<file path="config.mk">
export PLATFORM = sky130hd
export DESIGN_NAME = fp_special_norm
export DESIGN_NICKNAME = d
export VERILOG_FILES = /design/src/rtl/fp_special_pkg.sv /design/src/rtl/fp_class_decode.sv /design/src/rtl/fp_special_norm.sv
export SDC_FILE = /design/constraint.sdc
export NUM_CORES = 1
export LEC_CHECK = 0
export CAP_MARGIN = 30
export CORE_ASPECT_RATIO = 0.5
export CORE_MARGIN = 5
export CORE_UTILIZATION = 42
export DETAILED_ROUTE_END_ITERATION = 12
export PLACE_DENSITY_LB_ADDON = 0.08
export SLEW_MARGIN = 10
export SYNTH_ARGS = -nofsm -noshare
export SYNTH_HDL_FRONTEND = slang
export SYNTH_SLANG_ARGS = --single-unit
</file>
<file path="constraint.sdc">
create_clock -name clk -period 3.8 [get_ports clk]
set_input_delay 1.14 -clock clk [delete_from_list [all_inputs] [get_ports clk]]
set_output_delay 1.14 -clock clk [all_outputs]
set_load 0.05 [all_outputs]
</file>
<file path="src/rtl/fp_special_pkg.sv">
// Shared definitions for the floating-point square-root front-end: class bit
// positions, the front-end FSM states and IEEE-754 field helpers.
package fp_special_pkg;

    localparam int CLS_NAN    = 5;
    localparam int CLS_PINF   = 4;
    localparam int CLS_NINF   = 3;
    localparam int CLS_ZERO   = 2;
    localparam int CLS_NORMAL = 1;
    localparam int CLS_SUB    = 0;

    typedef enum logic [1:0] {IDLE, NORM, OUT} state_t;

    function automatic int emax(input int ew);
        return (1 << ew) - 1;
    endfunction

    function automatic int bias(input int ew);
        return (1 << (ew - 1)) - 1;
    endfunction

    function automatic int quiet_bit(input int mw);
        return 1 << (mw - 1);
    endfunction

endpackage

</file>
<file path="src/rtl/fp_class_decode.sv">
// Combinational operand classifier and final-result generator for every
// operand whose square root needs no arithmetic.
module fp_class_decode
    import fp_special_pkg::*;
#(
    parameter int EXP_W  = 5,
    parameter int MANT_W = 10
) (
    input  logic              sign_i,
    input  logic [EXP_W-1:0]  exp_i,
    input  logic [MANT_W-1:0] mant_i,
    output logic [5:0]        cls_o,
    output logic              invalid_o,
    output logic              bypass_o,
    output logic              res_sign_o,
    output logic [EXP_W-1:0]  res_exp_o,
    output logic [MANT_W-1:0] res_mant_o,
    output logic              pos_norm_o,
    output logic              pos_sub_o
);

    localparam logic [EXP_W-1:0]  EMAX = EXP_W'(emax(EXP_W));
    localparam logic [MANT_W-1:0] QBIT = MANT_W'(quiet_bit(MANT_W));

    logic exp_max, exp_zero, mant_zero;

    always_comb begin
        exp_max   = (exp_i == EMAX);
        exp_zero  = (exp_i == '0);
        mant_zero = (mant_i == '0);

        cls_o             = '0;
        cls_o[CLS_NAN]    = exp_max && !mant_zero;
        cls_o[CLS_PINF]   = exp_max && mant_zero && !sign_i;
        cls_o[CLS_NINF]   = exp_max && mant_zero && sign_i;
        cls_o[CLS_ZERO]   = exp_zero && mant_zero;
        cls_o[CLS_NORMAL] = !exp_max && !exp_zero;
        cls_o[CLS_SUB]    = exp_zero && !mant_zero;

        // A signed NaN stays a NaN; only non-NaN, nonzero negatives are invalid.
        invalid_o  = sign_i && !cls_o[CLS_NAN] && !cls_o[CLS_ZERO];
        bypass_o   = sign_i || exp_max || cls_o[CLS_ZERO];
        pos_norm_o = !sign_i && cls_o[CLS_NORMAL];
        pos_sub_o  = !sign_i && cls_o[CLS_SUB];

        res_sign_o = sign_i;
        res_exp_o  = exp_i;
        res_mant_o = mant_i;
        if (cls_o[CLS_NAN]) begin
            res_mant_o = mant_i | QBIT;
        end else if (invalid_o) begin
            res_sign_o = 1'b1;
            res_exp_o  = EMAX;
            res_mant_o = QBIT;
        end else if (!bypass_o) begin
            res_sign_o = 1'b0;
            res_exp_o  = '0;
            res_mant_o = '0;
        end
    end

endmodule

</file>
<file path="src/rtl/fp_special_norm.sv">
// Square-root front-end: classifies the operand, resolves special results and
// normalises positive subnormals one bit per cycle behind a ready/valid pair.
module fp_special_norm
    import fp_special_pkg::*;
#(
    parameter int EXP_W  = 5,
    parameter int MANT_W = 10
) (
    input  logic                              clk,
    input  logic                              rst,
    input  logic                              in_valid,
    output logic                              in_ready,
    input  logic                              in_sign,
    input  logic [EXP_W-1:0]                  in_exp,
    input  logic [MANT_W-1:0]                 in_mant,
    output logic                              out_valid,
    input  logic                              out_ready,
    output logic [5:0]                        out_class,
    output logic                              out_invalid,
    output logic                              out_bypass,
    output logic                              out_sign,
    output logic [EXP_W-1:0]                  out_res_exp,
    output logic [MANT_W-1:0]                 out_res_mant,
    output logic signed [EXP_W+1:0]           out_exp,
    output logic [MANT_W:0]                   out_mant,
    output logic                              out_exp_odd,
    output logic [$clog2(MANT_W+1)-1:0]       out_norm_shift
);

    localparam int SH_W = $clog2(MANT_W + 1);
    localparam logic signed [EXP_W+1:0] BIAS_S = (EXP_W + 2)'(bias(EXP_W));
    localparam logic signed [EXP_W+1:0] ONE_S  = 1;

    state_t state_q;

    logic [5:0]               cls_q;
    logic                     inv_q, byp_q, sign_q;
    logic [EXP_W-1:0]         rexp_q;
    logic [MANT_W-1:0]        rmant_q;
    logic signed [EXP_W+1:0]  exp_q, exp_d;
    logic [MANT_W:0]          mant_q, mant_d, mant_sh;
    logic [SH_W-1:0]          shift_q;

    logic [5:0]               dec_cls;
    logic                     dec_inv, dec_byp, dec_sign, dec_norm, dec_sub;
    logic [EXP_W-1:0]         dec_exp;
    logic [MANT_W-1:0]        dec_mant;
    logic                     accept;

    fp_class_decode #(
        .EXP_W  (EXP_W),
        .MANT_W (MANT_W)
    ) u_decode (
        .sign_i     (in_sign),
        .exp_i      (in_exp),
        .mant_i     (in_mant),
        .cls_o      (dec_cls),
        .invalid_o  (dec_inv),
        .bypass_o   (dec_byp),
        .res_sign_o (dec_sign),
        .res_exp_o  (dec_exp),
        .res_mant_o (dec_mant),
        .pos_norm_o (dec_norm),
        .pos_sub_o  (dec_sub)
    );

    assign in_ready = (state_q == IDLE) || ((state_q == OUT) && out_ready);
    assign accept   = in_valid && in_ready;
    assign mant_sh  = {mant_q[MANT_W-1:0], 1'b0};

    // Subnormals start at the minimum normal exponent with hidden bit 0.
    always_comb begin
        exp_d  = '0;
        mant_d = '0;
        if (dec_norm) begin
            exp_d  = $signed({2'b00, in_exp}) - BIAS_S;
            mant_d = {1'b1, in_mant};
        end else if (dec_sub) begin
            exp_d  = ONE_S - BIAS_S;
            mant_d = {1'b0, in_mant};
        end
    end

    always_ff @(posedge clk) begin
        if (rst) begin
            state_q <= IDLE;
            cls_q   <= '0;
            inv_q   <= 1'b0;
            byp_q   <= 1'b0;
            sign_q  <= 1'b0;
            rexp_q  <= '0;
            rmant_q <= '0;
            exp_q   <= '0;
            mant_q  <= '0;
            shift_q <= '0;
        end else if (accept) begin
            cls_q   <= dec_cls;
            inv_q   <= dec_inv;
            byp_q   <= dec_byp;
            sign_q  <= dec_sign;
            rexp_q  <= dec_exp;
            rmant_q <= dec_mant;
            exp_q   <= exp_d;
            mant_q  <= mant_d;
            shift_q <= '0;
            state_q <= dec_sub ? NORM : OUT;
        end else begin
            case (state_q)
                NORM: begin
                    mant_q  <= mant_sh;
                    exp_q   <= exp_q - ONE_S;
                    shift_q <= shift_q + SH_W'(1);
                    if (mant_sh[MANT_W]) state_q <= OUT;
                end
                OUT: if (out_ready) state_q <= IDLE;
                default: ;
            endcase
        end
    end

    assign out_valid      = (state_q == OUT);
    assign out_class      = cls_q;
    assign out_invalid    = inv_q;
    assign out_bypass     = byp_q;
    assign out_sign       = sign_q;
    assign out_res_exp    = rexp_q;
    assign out_res_mant   = rmant_q;
    assign out_exp        = exp_q;
    assign out_mant       = mant_q;
    assign out_exp_odd    = exp_q[0];
    assign out_norm_shift = shift_q;

endmodule

</file>
# [Word level (Yosys, flattened, before mapping)]
# Index checks and enable logic that the tools add are counted.
[op_classes] eq_ne=5 reduce_logical=29 add_sub_neg=3 mux=22
[ops] operator="2-to-1 mux 10 bit" n=4
[ops] operator="2-to-1 mux 11 bit" n=3
[ops] operator="2-to-1 mux 7 bit" n=4
[ops] operator="2-to-1 mux 5 bit" n=3
[ops] operator="logical AND 1 bit" n=13
[ops] operator="zero test 10 bit" n=1
[ops] operator="2-to-1 mux 2 bit" n=4
[ops] operator="subtractor 7 x 2 -> 7 bit, second input constant" n=1
[ops] operator="zero test 1 bit" n=6
[ops] operator="subtractor 5 x 4 -> 6 bit, second input constant" n=1
[ops] operator="== test 5 bit, second input constant" n=1
[ops] operator="zero test 5 bit" n=1
[ops] operator="adder 4 x 1 -> 4 bit, second input constant" n=1
[ops] operator="case mux 2 bit (2 select lines)" n=1
[ops] operator="logical OR 1 bit" n=3
[ops] operator="2-to-1 mux 1 bit" n=3
[ops] operator="!= test 3 x 1 -> 1 bit, second input constant" n=1
[ops] operator="!= test 3 bit, second input constant" n=1
[ops] operator="AND reduction 3 bit" n=1
[ops] operator="nonzero test 3 bit" n=1
[ops] operator="== test 2 x 1 -> 1 bit, second input constant" n=1
[ops] operator="== test 2 bit, second input constant" n=1
[ops] operator="zero test 2 bit" n=1
[ops] operator="nonzero test 2 bit" n=1
[ops] operator="OR reduction 2 bit" n=1
[word_totals] wordCells=69 in_bits=20 out_inout_bits=49 register_bits=48

# [Depth between registers and ports, before layout]
[logic_depth] ltp_word=8 depth_mapped=8 mapped_depth_nobuf=7

# [Cells and area by module]
# From an unflattened synthesis, not the netlist that was laid out.
[hier_totals] cells_unflattened=290 hier_area_um2=2287.2
[modules_own_cells] mod="fp_special_norm" area_per_inst_um2=2033.2 n_inst=1 cells_per_inst=250 seq_area_each_um2=960.9
[modules_own_cells] mod="fp_class_decode" area_per_inst_um2=254.0 n_inst=1 cells_per_inst=40 seq_area_each_um2=0.0

# [Worst setup path before layout]
# No wires, ideal clock.
[synth_timing] kind="input to output" from="in out_ready" to="out in_ready" slack_ps=789 stages=2 arrival_time_ps=1871 required_time_ps=2660 path_buffers=0 path_cell_list="nor2b_1 > nor2_1"
[synth_between] elab_chain_len=2
[synth_lines] element="start, declared" line_no="fp_special_norm.sv:17" text="input logic out_ready,"
[synth_lines] element="logical AND 1 bit" line_no="fp_special_norm.sv:67" text="assign in_ready = (state_q == IDLE) || ((state_q == OUT) && out_ready);"
[synth_lines] element="logical OR 1 bit" line_no="fp_special_norm.sv:67"
[synth_lines] element="end, declared" line_no="fp_special_norm.sv:12" text="output logic in_ready,"
# Every way passes these cells.

# [Final worst setup path]
# Same ends and word-level chain as after synthesis.

==> summary.txt <==
Timing
  – Fmax: 297 MHz
  – Final slew viol count: 0
  – Slew of the pin with the lowest slew margin: 0.702 ns
  – Post-layout minimum cycle time: 3.37 ns
  – Sum of negative setup slack: 0 ns
  – Final period util: 88.7%
  – Clk_skew: 0.00854 ns
  – Setup-failing EPs final: 0
  – Hold Fails Final Rpt: 0
  – Unrepaired setup endpoints after global routing: false
  – Relative slew slack: 53.1%
  – Fin worst setup slack: 0.430 ns

Clocking
  – Total CTS buffers: 5
  – H-Tree Depth: 2
  – # resized after CTS: 0
  – Clk buf depth: 2
  – CTS tree: yes
  – Hold buffers post-CTS: 0
  – Skew-Pair Late Insertion Delay: 0.31 ns
  – Clk sink count: 48
  – Post-CTS setup buffers: 0
  – Clock-pin slew on the worst setup and hold paths: 0.09 ns
  – Root Driver: clkbuf_8

Synthesis
  – Xor/xnor cell area share of the yosys netlist: 2.64%
  – Synth Instances: 273
  – Post-synth net total: 298
  – Syn. warnings: 0
  – Synth Area per Inst: 8.49 sq um
  – Synth Area in Adders: 2.70%
  – Combinational family with the most area after synthesis: simple AND/OR/NAND/NOR gates
  – Post-Synth Simple-Gate Area: 25.3%
  – Mux cell area share after synthesis: 0.863%
  – Netlist Area Pre-Place: 2320 sq um
  – Register area share after synthesis: 41.4%
  – Synth Area in Compound Gates: 22.8%
  – Synth Register Bits: 48
  – Synth unique cells: 43

GRT
  – Largest net degree at the start of global routing: 38
  – GRT Total Usage: 18.9%
  – Number of global-route vias before repair: 2,312
  – Initial antenna violation count: 0
  – Congestion Overflow GR: 0
  – First-pass GRT wire length: 11,200 um

Critical path
  – CP Data Required Time: 2.66 ns
  – Crit path max fanout: 4
  – Reg-to-reg slack, setup: 1.80 ns
  – WP data arrival: 2.23 ns
  – Worst Setup Start Kind: input pin
  – Crit path capture type: primary output
  – CP Class: in2out

Pwr
  – Leak pwr: 1.14 nW
  – VDD IR max: 202 uV
  – PD cells: 367 nW/um^2
  – Tot Pwr: 1.18 mW

Die
  – Die H: 62.5 um
  – Die area: 7200 sq um
  – Core ar.: 5420 sq um
  – Placement Rows: 19
  – I/O pins: 69
  – Starting Density: 42.8%
  – Die width: 115 um

Final layout
  – Most frequent cells in the layout: clkdlybuf4s50_1 (67), dfxtp_1 (48), nor2_1 (27), nand3_1 (23), nand2_1 (22)
  – Non-Filler Instances: 416
  – ANT cells: 0
  – Fill cell count: 511
  – Final nets: 367
  – Layout cells sized above 1: 9.62%
  – Most common cell after layout, fill and taps aside: clkdlybuf4s50_1
  – Post-layout util: 59.1%
  – P&R area growth vs syn: 38.3%

Min path
  – Worst hold path class: reg2reg

Detailed routing
  – Via density per instance: 5.60
  – WL final: 6730 um
  – DRT iter0 DRCs: 179
  – Average wire per cell in the routed design: 16.2 um
  – Pre-antenna DRT Iters: 4
  – # DRC: 0
  – Final ANT Viol Nets: 0
  – Total number of vias: 2,328

Placed design
  – Port Buffers: 68
  – Dpl cells: 408
  – Pre-CTS setup slack: 0.306 ns
  – Final GP Congestion: 0.914
  – Dpl hpwl: 4940 um

Status
  – Status: completed

Flow run
  – Max capacitance violation total: 0
cells in the mapped netlist (all sizes together):
cell type	number	area, sq um
and3	3	18.8
a32oi	2	17.5
nor4b	1	8.76
a211oi	12	135
buf	2	12.5
nand4b	2	17.5
nor4	2	12.5
nor3	7	35.0
nor2b	4	25.0
clkbuf	17	63.8
a21oi	18	90.1
o211ai	1	7.51
a311oi	3	26.3
and4	1	8.76
inv	6	22.5
nand2b	5	31.3
a31oi	3	18.8
or2	2	12.5
nand3	23	115
xor2	5	43.8
nor2	27	101
o21ai	18	90.1
nand2	22	82.6
xnor2	2	17.5
a221o	5	50.1
a41o	1	10.0
o22a	1	8.76
nand4	4	25.0
o21bai	1	7.51
dfxtp	48	961
ha	5	62.6
nand3b	9	67.6
nor3b	2	15.0
or4b	1	10.0
a21o	3	22.5
a22oi	1	7.51
a2111oi	2	36.3
mux2i	2	20.0
through the flow:
step | hold WS [ns] | area [sq um]
finish | 0.457 | 3210
global route | 0.486 | 3210
CTS | 0.459 | 3210
detailed placement | 0.446 | 3110
global placement | 0.438 | 3100
floorplan | 0.580 | 2320
flip-flops by register name, indices dropped and copies added (netlist names):
name and flops:
out_res_exp 5, state_q 2, out_exp 7, out_bypass 1, out_mant 11, out_invalid 1
out_res_mant 10, out_class 6, out_sign 1, out_norm_shift 4
power by group:
group | total, mW | internal [mW] | switching, mW
Sequential | 0.548 | 0.528 | 0.0204
Combinational | 0.300 | 0.111 | 0.190
Clock | 0.329 | 0.149 | 0.180
Total | 1.18 | 0.787 | 0.390
kinds of logic after synthesis:
kind of cell    after synthesis
buf+inv                      25
simple gates                115
compound gates               71
xor+xnor                      7
mux                           2
fa+ha+maj                     5
flops                        48
critical path, cell delays in order:
cell             delay, ns
clkdlybuf4s50_1       0.46
nor2b_1               0.35
nor2_1                0.08
buf_4                 0.20
area by class of cell:
| cell class | instances | area [sq um] | area share [%] |
|---|---|---|---|
| flip-flops and latches | 48 | 961 | 30.0 |
| multi-input cells | 200 | 1260 | 39.3 |
| clock inverters | 2 | 13.8 | 0.429 |
| well taps | 73 | 91.3 | 2.85 |
| clock buffers | 6 | 82.6 | 2.58 |
| inverters | 6 | 22.5 | 0.703 |
| repair buffers | 81 | 776 | 24.2 |
per-layer routing:
layer	share of wire [%]	vias to the layer above	global-route usage [%]
met4	1.7	0	5.56
met2	45	83	29.7
met5	0	-	0
li1	-	1128	-
met3	6.6	15	4.93
met1	47	1102	25.5
final timing paths:
path           startpoint  cells after the start           end
min reg2reg  out_class[4]                      2  out_class[4]
max             out_ready                      4      in_ready
max reg2reg    state_q[0]                      5   out_mant[8]
min          out_class[4]                      2  out_class[4]
Power figures use the tool's default switching activity.
==> edit 1 (same flow settings) <==
`EXP_W` is set to 5 in 2 places; all go to 10.
--- a/src/rtl/fp_class_decode.sv
+++ b/src/rtl/fp_class_decode.sv
@@ -4,5 +4,5 @@
     import fp_special_pkg::*;
 #(
-    parameter int EXP_W  = 5,
+    parameter int EXP_W  = 10,
     parameter int MANT_W = 10
 ) (
--- a/src/rtl/fp_special_norm.sv
+++ b/src/rtl/fp_special_norm.sv
@@ -4,5 +4,5 @@
     import fp_special_pkg::*;
 #(
-    parameter int EXP_W  = 5,
+    parameter int EXP_W  = 10,
     parameter int MANT_W = 10
 ) (
Interface: changed (resized in_exp, out_exp and out_res_exp); port bits go from 69 to 84. No check against the original RTL was run, so the function may have changed too.
==> edit 1 against the original RTL <==
Synthesized cell count up 22%; combinational power rose by 23%; wire length is 26% higher; cell area increased by 28%; sequential power up 21%; worst setup slack improved by 0.16 ns; non-clock buffer count grew 11; power is 68% higher; synthesized area is 21% higher; sequential cell count rose by 10; global-route usage is 2.0 points higher; sequential share of layout area is 1.7 points lower; largest power group is now clock.
==> edit 1: results (changes against the original RTL) <==
* Status: finished, final reports clean
* Mapped Nets at 363 (+22%)
* Commonest cells post-synth: dfxtp_1 (58), nand2_1 (44), nor2_1 (36), a21oi_1 (24), o21ai_0 (17)
* Maximum clock path buffer count at 2 (unchanged)
* Hold_ws at 0.453 ns (-0.00444 ns)
* First-pass GRT wire length at 14300 um (+28%)
* Unique masters post-synth at 57 (+33%)
* H-Tree Depth at 3 (+1)
* Antenna Cells at 0 (unchanged)
* Mux contribution to synthesized area at 0.801% (-0.063 points)
* Clk_lat worst skew at 0.32 ns
* # nets final at 445 (+21%)
* Final Hold Vio Count at 0 (unchanged)
* Placed Area at 0.00373 mm2 (+20%)
* Synth Area per Inst at 8.42 um2 (-0.84%)
* Compound-Gate Fraction of Synth Area at 25.0% (+2.2 points)
* R2r setup slk at 1.77 ns (-0.03 ns)
* Filler instances at 550 (+7.6%)
* Worst Skew at 0.00839 ns (-0.000147 ns)
* Post-synthesis adder-cell area fraction at 1.78% (-0.92 points)
* Syn. warnings at 0 (unchanged)
* Layout cell share with drive strength beyond 1 at 9.98% (+0.36 points)
* Slew of the pin with the lowest slew margin at 0.569 ns (-0.133 ns)
* Beginning of the worst register-to-register path: out_exp[0]
* R2R depth at 7 (+2)
* Routed WL at 8500 um (+26%)
* Static Leak at 1.50 nW (+31%)
* Pre-CTS setup slack at 0.433 ns (+0.127 ns)
* Via count at 2853 (+23%)
* CP delay by family, top: buffers and inverters
* Initial antenna violation count at 0 (unchanged)
* 1st-iter DRT viols at 267 (+49%)
* Total CTS buffers at 9 (+4)
* Slowest CP cell: clkdlybuf4s50_1
* Arr. time, crit path at 2.07 ns (-0.16 ns)
* GR Util All Layers at 20.9% (+2.0 points)
* DP HPWL at 6050 um (+23%)
* Port Buffer Count at 83 (+22%)
* Placed Cells at 496 (+22%)
* Synth Area in XOR/XNOR at 4.05% (+1.4 points)
* Peak supply drop at 0.000223 V (+10%)
* Register area share after synthesis at 41.3% (-0.17 points)
* Asr flop ratio synth at 0% (unchanged)
* Top cells by area, synth: dfxtp_1 (41%), nand2_1 (5.9%), nor2_1 (4.8%)
* Crit path max fanout at 4 (unchanged)
* Hold wc startpoint: out_res_exp[7]
* Vias in the first global route at 2829 (+22%)
* Minimum clock period at 3.21 ns (-0.159 ns)
* Root Buffer: clkbuf_16
* Drt wl/cell at 16.6 um (+2.5%)
* Number of flip-flops in the largest register at 12 (+1)
* Slowest cell delay on critical path at 0.57 ns (+0.11 ns)
* Worst r2r dst: out_exp[8]
* RePlAce Congestion at 0.829 (-9.3%)
* Reg clk slew, reported paths at 0.06 ns (-0.03 ns)
* Hold Path Sink: out_res_exp[7]
* Largest net degree at the start of global routing at 49 (+29%)
-- edit 1: cell count changes after synthesis, sizes merged, moves of 5 or more --
cell / before / now
nand2: 22 / 45
nand3: 23 / 9
dfxtp: 48 / 58
a22o: 0 / 9
nand3b: 9 / 0
nor2: 27 / 36
a21oi: 18 / 26
buf: 2 / 8
a221o: 5 / 0
nor3: 7 / 12
xnor2: 2 / 7
-- edit 1: where the power goes --
| part | switching, mW | internal [mW] |
|---|---|---|
| sequential | 0.0258 | 0.637 |
| clock | 0.298 | 0.647 |
| combinational | 0.235 | 0.134 |
| total | 0.558 | 1.42 |
-- edit 1: routing by layer --
layer / global-route usage (%) / up-vias / share of wire, %
met2: 32.2 / 107 / 43
li1: - / 1368 / -
met3: 7.48 / 9 / 6.9
met4: 5.88 / 0 / 1.2
met5: 0 / - / 0
met1: 28.0 / 1369 / 49
-- edit 1: worst reg2reg max path: cells and delay by family (launching register included) --
family,cells,cell delay (ns)
buf+inv,1,0.11
fa+ha+maj,1,0.21
mux,1,0.34
compound gates,1,0.15
simple gates,3,0.74
flops,1,0.37
-- edit 1: how the worst max path moves through the flow --
stage / to / startpoint
2_1_floorplan: in_ready / out_ready
3_3_place_gp: out_mant[9] / in_exp[0]
3_5_place_dp: state_q[1] / in_mant[5]
4_1_cts: in_ready / out_ready
5_1_grt: in_ready / out_ready
6_report: in_ready / out_ready
-- edit 1: layout make-up --
cell class	count	area (um2)	share of cell area (%)
clock inverter	7	125	3.05
tap	92	115	2.80
sequential	58	1160	28.3
inverter	8	30.0	0.731
multi-input combinational	247	1530	37.3
clock buffer	9	225	5.49
timing repair buffer	92	916	22.3
==> edit 2 (same flow settings) <==
Without the edit above. The 3 states of `state_t` get a one-hot encoding in 3 bits.
--- a/src/rtl/fp_special_pkg.sv
+++ b/src/rtl/fp_special_pkg.sv
@@ -10,5 +10,5 @@
     localparam int CLS_SUB    = 0;
 
-    typedef enum logic [1:0] {IDLE, NORM, OUT} state_t;
+    typedef enum logic [2:0] {IDLE = 3'b001, NORM = 3'b010, OUT = 3'b100} state_t;
 
     function automatic int emax(input int ew);
Behaviour: no difference found for any inputs over 10 cycles, from zero or initial values and one cycle with rst high; not proved beyond that.
==> edit 2 against the original RTL <==
Critical path type unchanged; register-to-register slack got worse by 0.13 ns; worst hold slack got worse by 0.0014 ns; via count fell by 4.6%; cell count fell by 4.3%; clock power fell by 11%; sequential cell count rose by 1; worst setup slack got worse by 0.078 ns; synthesized cell count fell by 5.1%; cell area fell by 0.90%; synthesized area rose by 0.22%; power rose by 5.0%; wire length fell by 4.5%.
==> edit 2: results (changes against the original RTL) <==
* Cts repair resizes at 0 (unchanged)
* Number of flip-flops in the largest register at 11 (unchanged)
* Commonest cells post-synth: dfxtp_1 (49), nor2_1 (30), a21oi_1 (20), nand2_1 (15), nor4_1 (12)
* Clk_lat worst skew at 0.30 ns
* Worst Skew at 0.0115 ns (+0.00301 ns)
* Mapped Nets at 284 (-4.7%)
* Largest net degree at the start of global routing at 17 (-55%)
* Worst hold path type: flip-flop to flip-flop
* H-Tree Depth at 2 (unchanged)
* Ys flop type: dfxtp_1
* Register area share after synthesis at 42.2% (+0.77 points)
* GR Util All Layers at 18.4% (-0.51 points)
* Status: finished, final reports clean
* Layout cell share with drive strength beyond 1 at 9.85% (+0.23 points)
* First-pass GRT wire length at 10900 um (-2.7%)
* Total CTS buffers at 5 (unchanged)
* Arr. time, crit path at 2.31 ns (+0.08 ns)
* Unique masters post-synth at 54 (+26%)
* Beginning of the worst register-to-register path: state_q[1]
* Syn. warnings at 0 (unchanged)
* TritonRoute pass-1 iters at 4 (unchanged)
* 1st-iter DRT viols at 178 (-0.56%)
* Fin. max-slew vios at 0 (unchanged)
* DP HPWL at 4780 um (-3.2%)
* Routed vias/inst at 5.58 (-0.33%)
* Antenna Cells at 0 (unchanged)
* Port Buffer Count at 68 (unchanged)
* Hold wc startpoint: out_class[1]
* Slew headroom at 48.6% (-4.5 points)
* Slowest CP cell: clkdlybuf4s50_1
* Worst r2r dst: out_exp[3]
* Hold Path Sink: out_class[1]
* Static Leak at 1.17 nW (+2.0%)
* Hold Path Cell Cnt at 2 (unchanged)
* Maximum clock path buffer count at 2 (unchanged)
* # nets final at 350 (-4.6%)
* Postcts setup bufs at 0 (unchanged)
* Slowest cell delay on critical path at 0.49 ns (+0.03 ns)
* Top cells by area, synth: dfxtp_1 (42%), nor2_1 (4.8%), a21oi_1 (4.3%)
* RePlAce Congestion at 0.830 (-9.2%)
* Vias in the first global route at 2192 (-5.2%)
* Initial antenna violation count at 0 (unchanged)
* Placed Area at 0.00310 mm2 (-0.44%)
* R2R depth at 4 (-1)
* Peak supply drop at 0.000175 V (-13%)
* Root Buffer: clkbuf_8
* Crit path max fanout at 5 (+1)
* Asr flop ratio synth at 0% (unchanged)
* R2r setup slk at 1.67 ns (-0.13 ns)
* Routed WL at 6430 um (-4.5%)
* Reg clk slew, reported paths at 0.08 ns
==> edit 2: layout make-up <==
| type | instances | area (um2) |
|---|---|---|
| Clock buffer | 6 | 72.6 |
| Inverter | 9 | 33.8 |
| Tap cell | 73 | 91.3 |
| Timing Repair Buffer | 78 | 766 |
| Clock inverter | 1 | 8.76 |
| Fill cell | 496 | 2240 |
| Sequential cell | 49 | 981 |
| Multi-Input combinational cell | 182 | 1220 |
==> edit 2: worst max path at each step <==
stage	cells after the start	start	to	slack, ns
finish	5	out_ready	in_ready	0.35
global route	5	out_ready	in_ready	0.29
CTS	5	out_ready	in_ready	0.35
detailed placement	8	in_exp[0]	out_res_mant[6]	0.36
global placement	5	out_ready	in_ready	0.38
floorplan	4	out_ready	in_ready	0.49
==> edit 2: layer usage <==
metal	track usage, %	share of wire (%)
met5	0	0
met2	27.8	44
met4	2.64	0.30
met3	5.61	8.4
met1	26.4	48
==> edit 2: per-stage QoR <==
step / hold WS [ns] / instances / worst slack, ns / power (mW)
after floorplan: 0.517 / 259 / 0.489 / 0.820
after global placement: 0.437 / 391 / 0.385 / 0.949
after detailed placement: 0.441 / 391 / 0.357 / 0.953
after CTS: 0.458 / 398 / 0.351 / 1.24
after global routing: 0.477 / 398 / 0.290 / 1.30
final: 0.456 / 398 / 0.352 / 1.24
==> edit 2: cells by family (layout without fill, tap and decap cells) <==
group                    count (synthesis)  count (layout)  synth area share (%)
XOR/XNOR                                 7               7                  2.64
buffers and inverters                   28              94                  5.12
multiplexers                             3               3                  1.40
adder cells (fa/ha/maj)                  5               5                  2.69
AND/OR/NAND/NOR                         99              99                  23.6
AO/OA/AOI/OAI                           68              68                  22.3
flip-flops                              49              49                  42.2
==> edit 2: critical path, delay by kind of cell <==
family / cells / cell delay (ns)
buf+inv: 2 / 0.65
simple gates: 3 / 0.52
==> edit 2: power breakdown <==
group,internal [mW],switching [mW]
logic,0.138,0.231
clock network,0.128,0.165
registers,0.546,0.0293
